### config.mk
export PLATFORM = sky130hd
export DESIGN_NAME = sha2_schedule_engine_flat
export DESIGN_NICKNAME = d
export VERILOG_FILES = /design/src/rtl/sha2_schedule_engine_if.sv /design/src/rtl/sha2_schedule_engine.sv /design/src/flat_wrapper.sv
export SDC_FILE = /design/constraint.sdc
export NUM_CORES = 2
export LEC_CHECK = 0
export ABC_AREA = 1
export BUFFER_PORTS_ARGS = -buffer_cell sky130_fd_sc_hd__clkbuf_2
export CAP_MARGIN = 40
export CORE_UTILIZATION = 55
export CTS_BUF_LIST = sky130_fd_sc_hd__clkbuf_4 sky130_fd_sc_hd__clkbuf_8
export DETAILED_ROUTE_END_ITERATION = 10
export PLACE_DENSITY = 0.79
export SYNTH_ARGS = -nofsm -noshare
export SYNTH_HDL_FRONTEND = slang
export SYNTH_SLANG_ARGS = --single-unit
### constraint.sdc
create_clock -name clk -period 29.4 [get_ports clk]
set_clock_uncertainty 0.05 [all_clocks]
set_input_delay 5.88 -clock clk [delete_from_list [all_inputs] [get_ports clk]]
set_output_delay 5.88 -clock clk [all_outputs]
set_load 0.05 [all_outputs]
### src/rtl/sha2_schedule_engine_if.sv
// -----------------------------------------------------------------------------
// sha2_schedule_engine_if
// Groups the block-load and word-stream signals of the SHA-2 message-schedule
// engine.
//   start     : load block_in and begin (master -> engine)
//   block_in  : 16-word message block, word 0 in the MSB slice
//   busy      : engine is streaming a block
//   w_valid   : w_out / w_index hold a valid schedule word
//   w_ready   : consumer accepts the current word (master -> engine)
//   w_out     : current schedule word W[t]
//   w_index   : current round index t
//   done      : one-cycle pulse after the final word is transferred
//   abort     : only when SHA2_SCHED_ABORT_EN is defined; drops the block
// Modports: master (block source / word consumer), slave (the engine).
// -----------------------------------------------------------------------------
interface sha2_schedule_engine_if #(
    parameter int WORD_W = 32,
    parameter int IDX_W  = 6
);
    logic                  start;
    logic [16*WORD_W-1:0]  block_in;
    logic                  busy;
    logic                  w_valid;
    logic                  w_ready;
    logic [WORD_W-1:0]     w_out;
    logic [IDX_W-1:0]      w_index;
    logic                  done;
`ifdef SHA2_SCHED_ABORT_EN
    logic                  abort;

    modport master (
        output start, block_in, w_ready, abort,
        input  busy, w_valid, w_out, w_index, done
    );

    modport slave (
        input  start, block_in, w_ready, abort,
        output busy, w_valid, w_out, w_index, done
    );
`else
    modport master (
        output start, block_in, w_ready,
        input  busy, w_valid, w_out, w_index, done
    );

    modport slave (
        input  start, block_in, w_ready,
        output busy, w_valid, w_out, w_index, done
    );
`endif
endinterface

### src/rtl/sha2_schedule_engine.sv
// -----------------------------------------------------------------------------
// sha2_schedule_engine
// SHA-2 message-schedule generator. Loads one 16-word block and streams
// W[0]..W[ROUNDS-1] over a valid/ready handshake. WORD_W=32/ROUNDS=64 covers
// SHA-224/256, WORD_W=64/ROUNDS=80 covers SHA-384/512.
//
// Ports:
//   clk    : clock, rising edge
//   reset  : asynchronous, active-high; clears all state
//   bus    : sha2_schedule_engine_if.slave (start, block_in, busy, w_valid,
//            w_ready, w_out, w_index, done [, abort])
//
// Optional feature: define SHA2_SCHED_ABORT_EN to add bus.abort, which drops
// the running block without a done pulse. Without it a block always runs to
// completion or reset.
//
// A 16-entry sliding window holds W[t..t+15]; w_out is the window head, so the
// emitted word comes straight from a flop and is stable under backpressure.
// -----------------------------------------------------------------------------
module sha2_schedule_engine #(
    parameter int WORD_W = 32,
    parameter int ROUNDS = 64
) (
    input  logic                  clk,
    input  logic                  reset,
    sha2_schedule_engine_if.slave bus
);

    localparam int IDX_W = $clog2(ROUNDS);

    generate
        if (!(WORD_W == 32 || WORD_W == 64)) begin : g_bad_word_w
            $error("sha2_schedule_engine: WORD_W must be 32 or 64");
        end
    endgenerate

    typedef enum logic [0:0] {
        S_IDLE = 1'b0,
        S_RUN  = 1'b1
    } state_t;

    state_t              state_r;
    state_t              state_nxt_s;
    logic                done_r;
    logic                done_nxt_s;
    logic                load_s;
    logic                shift_s;
    logic                last_s;
    logic                abort_s;
    logic [IDX_W-1:0]    t_r;
    logic [WORD_W-1:0]   wbuf_r [16];
    logic [WORD_W-1:0]   w_new_s;

    // Rotate right by n within WORD_W bits.
    function automatic logic [WORD_W-1:0] rotr(input logic [WORD_W-1:0] x,
                                               input int unsigned n);
        rotr = (x >> n) | (x << (WORD_W - n));
    endfunction

    // Small sigma 0 for the selected word width.
    function automatic logic [WORD_W-1:0] sig0(input logic [WORD_W-1:0] x);
        if (WORD_W == 32) begin
            sig0 = rotr(x, 32'd7) ^ rotr(x, 32'd18) ^ (x >> 3);
        end else begin
            sig0 = rotr(x, 32'd1) ^ rotr(x, 32'd8) ^ (x >> 7);
        end
    endfunction

    // Small sigma 1 for the selected word width.
    function automatic logic [WORD_W-1:0] sig1(input logic [WORD_W-1:0] x);
        if (WORD_W == 32) begin
            sig1 = rotr(x, 32'd17) ^ rotr(x, 32'd19) ^ (x >> 10);
        end else begin
            sig1 = rotr(x, 32'd19) ^ rotr(x, 32'd61) ^ (x >> 6);
        end
    endfunction

`ifdef SHA2_SCHED_ABORT_EN
    assign abort_s = bus.abort;
`else
    assign abort_s = 1'b0;
`endif

    // Word entering the window tail; the adder wraps mod 2^WORD_W by width.
    // Words past W[ROUNDS-1] are still formed here but never emitted.
    assign w_new_s = sig1(wbuf_r[14]) + wbuf_r[9] + sig0(wbuf_r[1]) + wbuf_r[0];
    assign last_s  = (t_r == IDX_W'(ROUNDS - 1));

    // Next-state and control decode for the load/stream sequencer.
    always_comb begin
        state_nxt_s = state_r;
        load_s      = 1'b0;
        shift_s     = 1'b0;
        done_nxt_s  = 1'b0;
        case (state_r)
            S_IDLE: begin
                if (bus.start) begin
                    load_s      = 1'b1;
                    state_nxt_s = S_RUN;
                end else begin
                    state_nxt_s = S_IDLE;
                end
            end
            S_RUN: begin
                // abort wins over a transfer in the same cycle; start is ignored
                if (abort_s) begin
                    state_nxt_s = S_IDLE;
                end else if (bus.w_ready) begin
                    shift_s = 1'b1;
                    if (last_s) begin
                        state_nxt_s = S_IDLE;
                        done_nxt_s  = 1'b1;
                    end else begin
                        state_nxt_s = S_RUN;
                    end
                end else begin
                    state_nxt_s = S_RUN;
                end
            end
            default: begin
                state_nxt_s = S_IDLE;
            end
        endcase
    end

    // Sequencer state and the registered done pulse.
    always_ff @(posedge clk or posedge reset) begin
        if (reset) begin
            state_r <= S_IDLE;
            done_r  <= 1'b0;
        end else begin
            state_r <= state_nxt_s;
            done_r  <= done_nxt_s;
        end
    end

    // Sliding schedule window and round counter.
    always_ff @(posedge clk or posedge reset) begin
        if (reset) begin
            for (int k = 0; k < 16; k++) begin
                wbuf_r[k] <= '0;
            end
            t_r <= '0;
        end else if (load_s) begin
            for (int k = 0; k < 16; k++) begin
                wbuf_r[k] <= bus.block_in[16*WORD_W-1-k*WORD_W -: WORD_W];
            end
            t_r <= '0;
        end else if (shift_s) begin
            for (int k = 0; k < 15; k++) begin
                wbuf_r[k] <= wbuf_r[k+1];
            end
            wbuf_r[15] <= w_new_s;
            t_r        <= t_r + IDX_W'(1'b1);
        end else begin
            // no transfer: window and counter hold
        end
    end

    assign bus.busy    = (state_r == S_RUN);
    assign bus.w_valid = (state_r == S_RUN);
    assign bus.w_out   = wbuf_r[0];
    assign bus.w_index = t_r;
    assign bus.done    = done_r;

endmodule

### src/flat_wrapper.sv
// flat-port wrapper written by rule: the top's interface ports become plain ports
module sha2_schedule_engine_flat 
#(
    parameter int WORD_W = 32,
    parameter int ROUNDS = 64
)
  (clk, reset, bus_start, bus_block_in, bus_w_ready, bus_busy, bus_w_valid, bus_w_out, bus_w_index, bus_done);
  sha2_schedule_engine_if #(.WORD_W(WORD_W), .IDX_W(6)) bus_i ();
  input  logic clk;
  input  logic reset;
  input wire logic [$bits(bus_i.start)-1:0] bus_start;
  input wire logic [$bits(bus_i.block_in)-1:0] bus_block_in;
  input wire logic [$bits(bus_i.w_ready)-1:0] bus_w_ready;
  output wire logic [$bits(bus_i.busy)-1:0] bus_busy;
  output wire logic [$bits(bus_i.w_valid)-1:0] bus_w_valid;
  output wire logic [$bits(bus_i.w_out)-1:0] bus_w_out;
  output wire logic [$bits(bus_i.w_index)-1:0] bus_w_index;
  output wire logic [$bits(bus_i.done)-1:0] bus_done;
  assign bus_i.start = bus_start;
  assign bus_i.block_in = bus_block_in;
  assign bus_i.w_ready = bus_w_ready;
  assign bus_busy = bus_i.busy;
  assign bus_w_valid = bus_i.w_valid;
  assign bus_w_out = bus_i.w_out;
  assign bus_w_index = bus_i.w_index;
  assign bus_done = bus_i.done;
  sha2_schedule_engine #(.WORD_W(WORD_W), .ROUNDS(ROUNDS)) u_core (.clk(clk), .reset(reset), .bus(bus_i));
endmodule
-- After elaboration in Yosys (flattened, before gate mapping)
Cells that the tools add are included.
W data, S select, Z words.
- word-level logic and storage cells: 48
- memories: 0
- RAM bits: 0
- latch bits: 0
- ROM bits: 0
- bits in registers: 520
- multipliers: 0
- multiplexer cells: 14
- equal/unequal tests: 1
- order comparisons: 0
- add/subtract/negate cells: 4
- shifts and indexed selects: 0
- reduce and logical (&&, ||, !) cells: 1
- divide/modulo/power cells: 0
- bitwise logic cells: 9
- operators with widths (operator ; count):
    $mux W512 ; 2
    $add A32 B32 Y32 ; 3
    $xor A32 B32 Y32 ; 2
    $or A13 B32 Y32 ; 1
    $or A14 B32 Y32 ; 1
    $or A15 B32 Y32 ; 1
    $or A25 B32 Y32 ; 1
    $xor A32 B22 Y32 ; 1
    $xor A32 B29 Y32 ; 1
    $mux W6 ; 2
    $mux W1 ; 9
    $add A6 B1 Y6 const B ; 1
    $eq A6 B6 Y1 const B ; 1
    $pmux W1 S2 ; 1
    $reduce_bool A2 Y1 ; 1
    $not A1 Y1 ; 1

-- Logic depth before layout (Yosys ltp)
- word-level depth: 8
- gate-level depth with buffers: 20

-- Least setup slack after synthesis
No wires, ideal clock.
- kind: reg2out
- from: reg u_core.state_r (netlist: u_core.bus.busy)
- to: out bus_w_valid
- slack: 22.499 ns
- data required time: 23.470 ns
- cell stages (with the launch flop): 2
- arrival: 0.971 ns
- path through: dfrtp_1 > buf_4
- RTL lines (item ; line ; source):
    start: declaration ; sha2_schedule_engine.sv:42 ; state_t state_r;
    start signal: assignment ; sha2_schedule_engine.sv:132 ; state_r <= state_nxt_s;
    end: declaration ; flat_wrapper.sv:15 ; output wire logic [$bits(bus_i.w_valid)-1:0] bus_w_valid;
No word-level cell between the ends.

-- Worst setup path after layout
- from: in bus_w_ready
- to: reg u_core.wbuf_r[470] in the netlist's numbering
- cells in the longest elaborated chain, start to end: 3
- RTL lines (item ; line ; source):
    start: declaration ; flat_wrapper.sv:13 ; input wire logic [$bits(bus_i.w_ready)-1:0] bus_w_ready;
    $mux W1 ; sha2_schedule_engine.sv:108 ; end else if (bus.w_ready) begin
    $mux W1 ; sha2_schedule_engine.sv:95 ; case (state_r)
    $reduce_bool A2 Y1 (no line) ; n/a ;
    end signal: indexed assignment ; sha2_schedule_engine.sv:146 ; wbuf_r[k] <= bus.block_in[16*WORD_W-1-k*WORD_W -: WORD_W];
    end signal: indexed assignment ; sha2_schedule_engine.sv:151 ; wbuf_r[k] <= wbuf_r[k+1];
    end: declaration ; sha2_schedule_engine.sv:51 ; logic [WORD_W-1:0] wbuf_r [16];
Every way passes these cells.
A chain may end at the register's enable or synchronous reset.

==> results.tsv <==
stage	metric	value	unit
global_route	grt_max_degree	282	
yosys	ys_warn_count	0	
place	gp_congestion	1.02	
global_route	groute.usage.overall	0.379	
yosys	ys_types	35	
die	die_w	233	um
routing	drt-vias-per-instance	5.62	
timing	setup_viol	0	
cts	cts.sinks	520	
global_route	grt_overflow_total	0	
routing	drt_iter0_markers	3303	
yosys	async_flop_share	1.00	
die	coreArea	52700	um^2
cells_and_area	drive_gt1_frac	0.187	
yosys	synth_area_leaders	dfrtp_1 44%, o21ai_0 16%, inv_1 9.3%	
cells_and_area	syn_to_final_growth	16.2	%
timing	worstMarginPinSlew	0.937	ns
worst_setup_path	path_max_fanout	160	
yosys	synth_area	29400	um^2
cells_and_area	final_common_cell	o21ai_0	
routing	routed_wl	103000	um
timing	hold_viol	0	
place	hpwl	77300	um
cts	hold_buffers	0	
routing	antenna_left	0	
timing	finalCriticalPeriod	9.27	ns
flow_run	drv_cap	0	
cells_and_area	layout_common_cells	942 x o21ai_0, 729 x inv_1, 556 x clkbuf_2	
timing	rsz0062_at_grt	false	
timing	max_freq	108	MHz
die	die_h	233	um
yosys	synth_edf_count	0	
worst_setup_path	crit_type	in -> reg	
yosys	synth_area_leader_cell	dfrtp_1	
cts	clock_latency	0.70	ns
die	die_area	54300	um^2
cts	numCtsBuffers	88	
routing	drtPass1Iterations	7	
routing	drc_errors	0	
die	io-pin-count	557	
routing	dr_total_vias	27400	
worst_setup_path	cp-start-kind	input port	
worst_setup_path	cp.required	29.89	ns
die	rows	84	
yosys	synth_seq_area_share	0.443	
routing	wl_per_cell	21.2	um
global_route	antenna_found_initial	26	
worst_setup_path	crit_arrival	9.76	ns
cts	post_cts_resized	0	
timing	drv_slew	0	
yosys	avgSynthCellArea	7.94	um^2
yosys	synth.net_count	4309	
global_route	grt_pass1_wl	152000	um
cts	cts_tree	built	
cells_and_area	nNetsFinal	4722	
yosys	synthCells	3699	
outcome	status	finished clean	
timing	slew_headroom	0.375	
global_route	grt_pass1_vias	25800	
cells_and_area	fill_cells	4558	
yosys	synth_top_cell_area_share	0.443	
worst_setup_path	critPathCaptureType	flip-flop	
cts	h-tree-depth	3	
min_path	hold_path.class	reg -> reg	
timing	fin_crit_sh	0.315	
yosys	ys_seq_elements	520	
yosys	synth_ff_type	dfrtp_1	
cts	clk_pin_slew	0.07	ns
cts	clockBufferDepth	3	
die	initial_core_util	0.558	
cts	cts_setup_buffers	0	
cts	cts_root_buffer	clkbuf_8	
place	io_buffers	556	
timing	setup_tns	0	ns
synthesized netlist by cell type, types with 20 or more instances:
library cell / instances
xor2_1: 75
o22ai_1: 20
o21ai_0: 942
dfrtp_1: 520
a21oi_1: 42
buf_4: 36
nor2_1: 94
buf_2: 119
nand2_1: 297
fa_1: 62
clkbuf_1: 93
xnor2_1: 60
inv_1: 730
ha_1: 32
nand3_1: 45
o21ai_1: 460
worst max-delay path, cell delays in order:
cell      delay [ns]
clkbuf_2        0.13
nand2_8         0.46
inv_4           0.64
nor2_8          0.24
inv_8           0.69
buf_4           0.37
buf_16          0.30
buf_4           0.44
buf_16          0.31
o21ai_1         0.10
final timing paths:
check / start / end / slack, ns / cells past startpoint
worst max register to register: u_core.bus.busy / u_core.wbuf_r[470] / 24.87 / 9
worst max-delay path: bus_w_ready / u_core.wbuf_r[470] / 20.13 / 10
min in group asynchronous: reset / u_core.bus.w_out[21] / 5.27 / 2
max in group asynchronous: reset / u_core.wbuf_r[120] / 22.03 / 5
worst min register to register: u_core.wbuf_r[24] / u_core.wbuf_r[24] / 0.45 / 2
worst min-delay path: u_core.wbuf_r[24] / u_core.wbuf_r[24] / 0.45 / 2
kinds of logic after synthesis:
| logic type | after synthesis | synth area share |
|---|---|---|
| AOI/OAI and AO/OA | 1481 | 0.255 |
| xor gates and xnor gates | 135 | 0.0403 |
| adders and majority gates | 94 | 0.0559 |
| buffers and inverters | 1000 | 0.140 |
| DFF | 520 | 0.443 |
| and+or+nand+nor | 469 | 0.0658 |
cell type report:
| type | count | area, um^2 | area share |
|---|---|---|---|
| Sequential cell | 520 | 13000 | 0.382 |
| Multi-Input combinational cell | 2179 | 12300 | 0.360 |
| Timing Repair Buffer | 583 | 3180 | 0.0931 |
| Inverter | 740 | 2800 | 0.0820 |
| Clock buffer | 139 | 1750 | 0.0513 |
| Tap cell | 688 | 861 | 0.0252 |
| Clock inverter | 19 | 188 | 0.00550 |
| Antenna cell | 17 | 42.5 | 0.00125 |
per-stage QoR:
step	instance area, um^2	worst slack [ns]	hold WS, ns	util	std cells
CTS	34100	20.28	0.439	0.647	4868
floorplan	29400	8.94	0.399	-	3699
detailed placement	32100	19.56	0.420	0.610	4710
global placement	31900	19.15	0.416	0.606	4701
global route	34100	19.92	0.458	0.648	4882
finish	34100	20.13	0.445	0.648	4885
routing by layer:
layer  track usage  routed length, um  part of all wire  up-vias
met4         0.175               4580             0.044       18
met1         0.512              41700              0.40    13100
met5             0                116            0.0011        -
met3        0.0752               8770             0.085      247
met2         0.590              48200              0.47     1400
li1              -                  -                 -    12700
registers in the layout, summed over array words and instances, names as in the netlist:
name,count
u_core.bus.busy,1
u_core.wbuf_r,480
u_core.bus.done,1
u_core.bus.w_out,32
u_core.bus.w_index,6
Power is left out: the tool's default activity adds up to more than one toggle a clock period on the data nets, which glitch-free logic cannot reach.
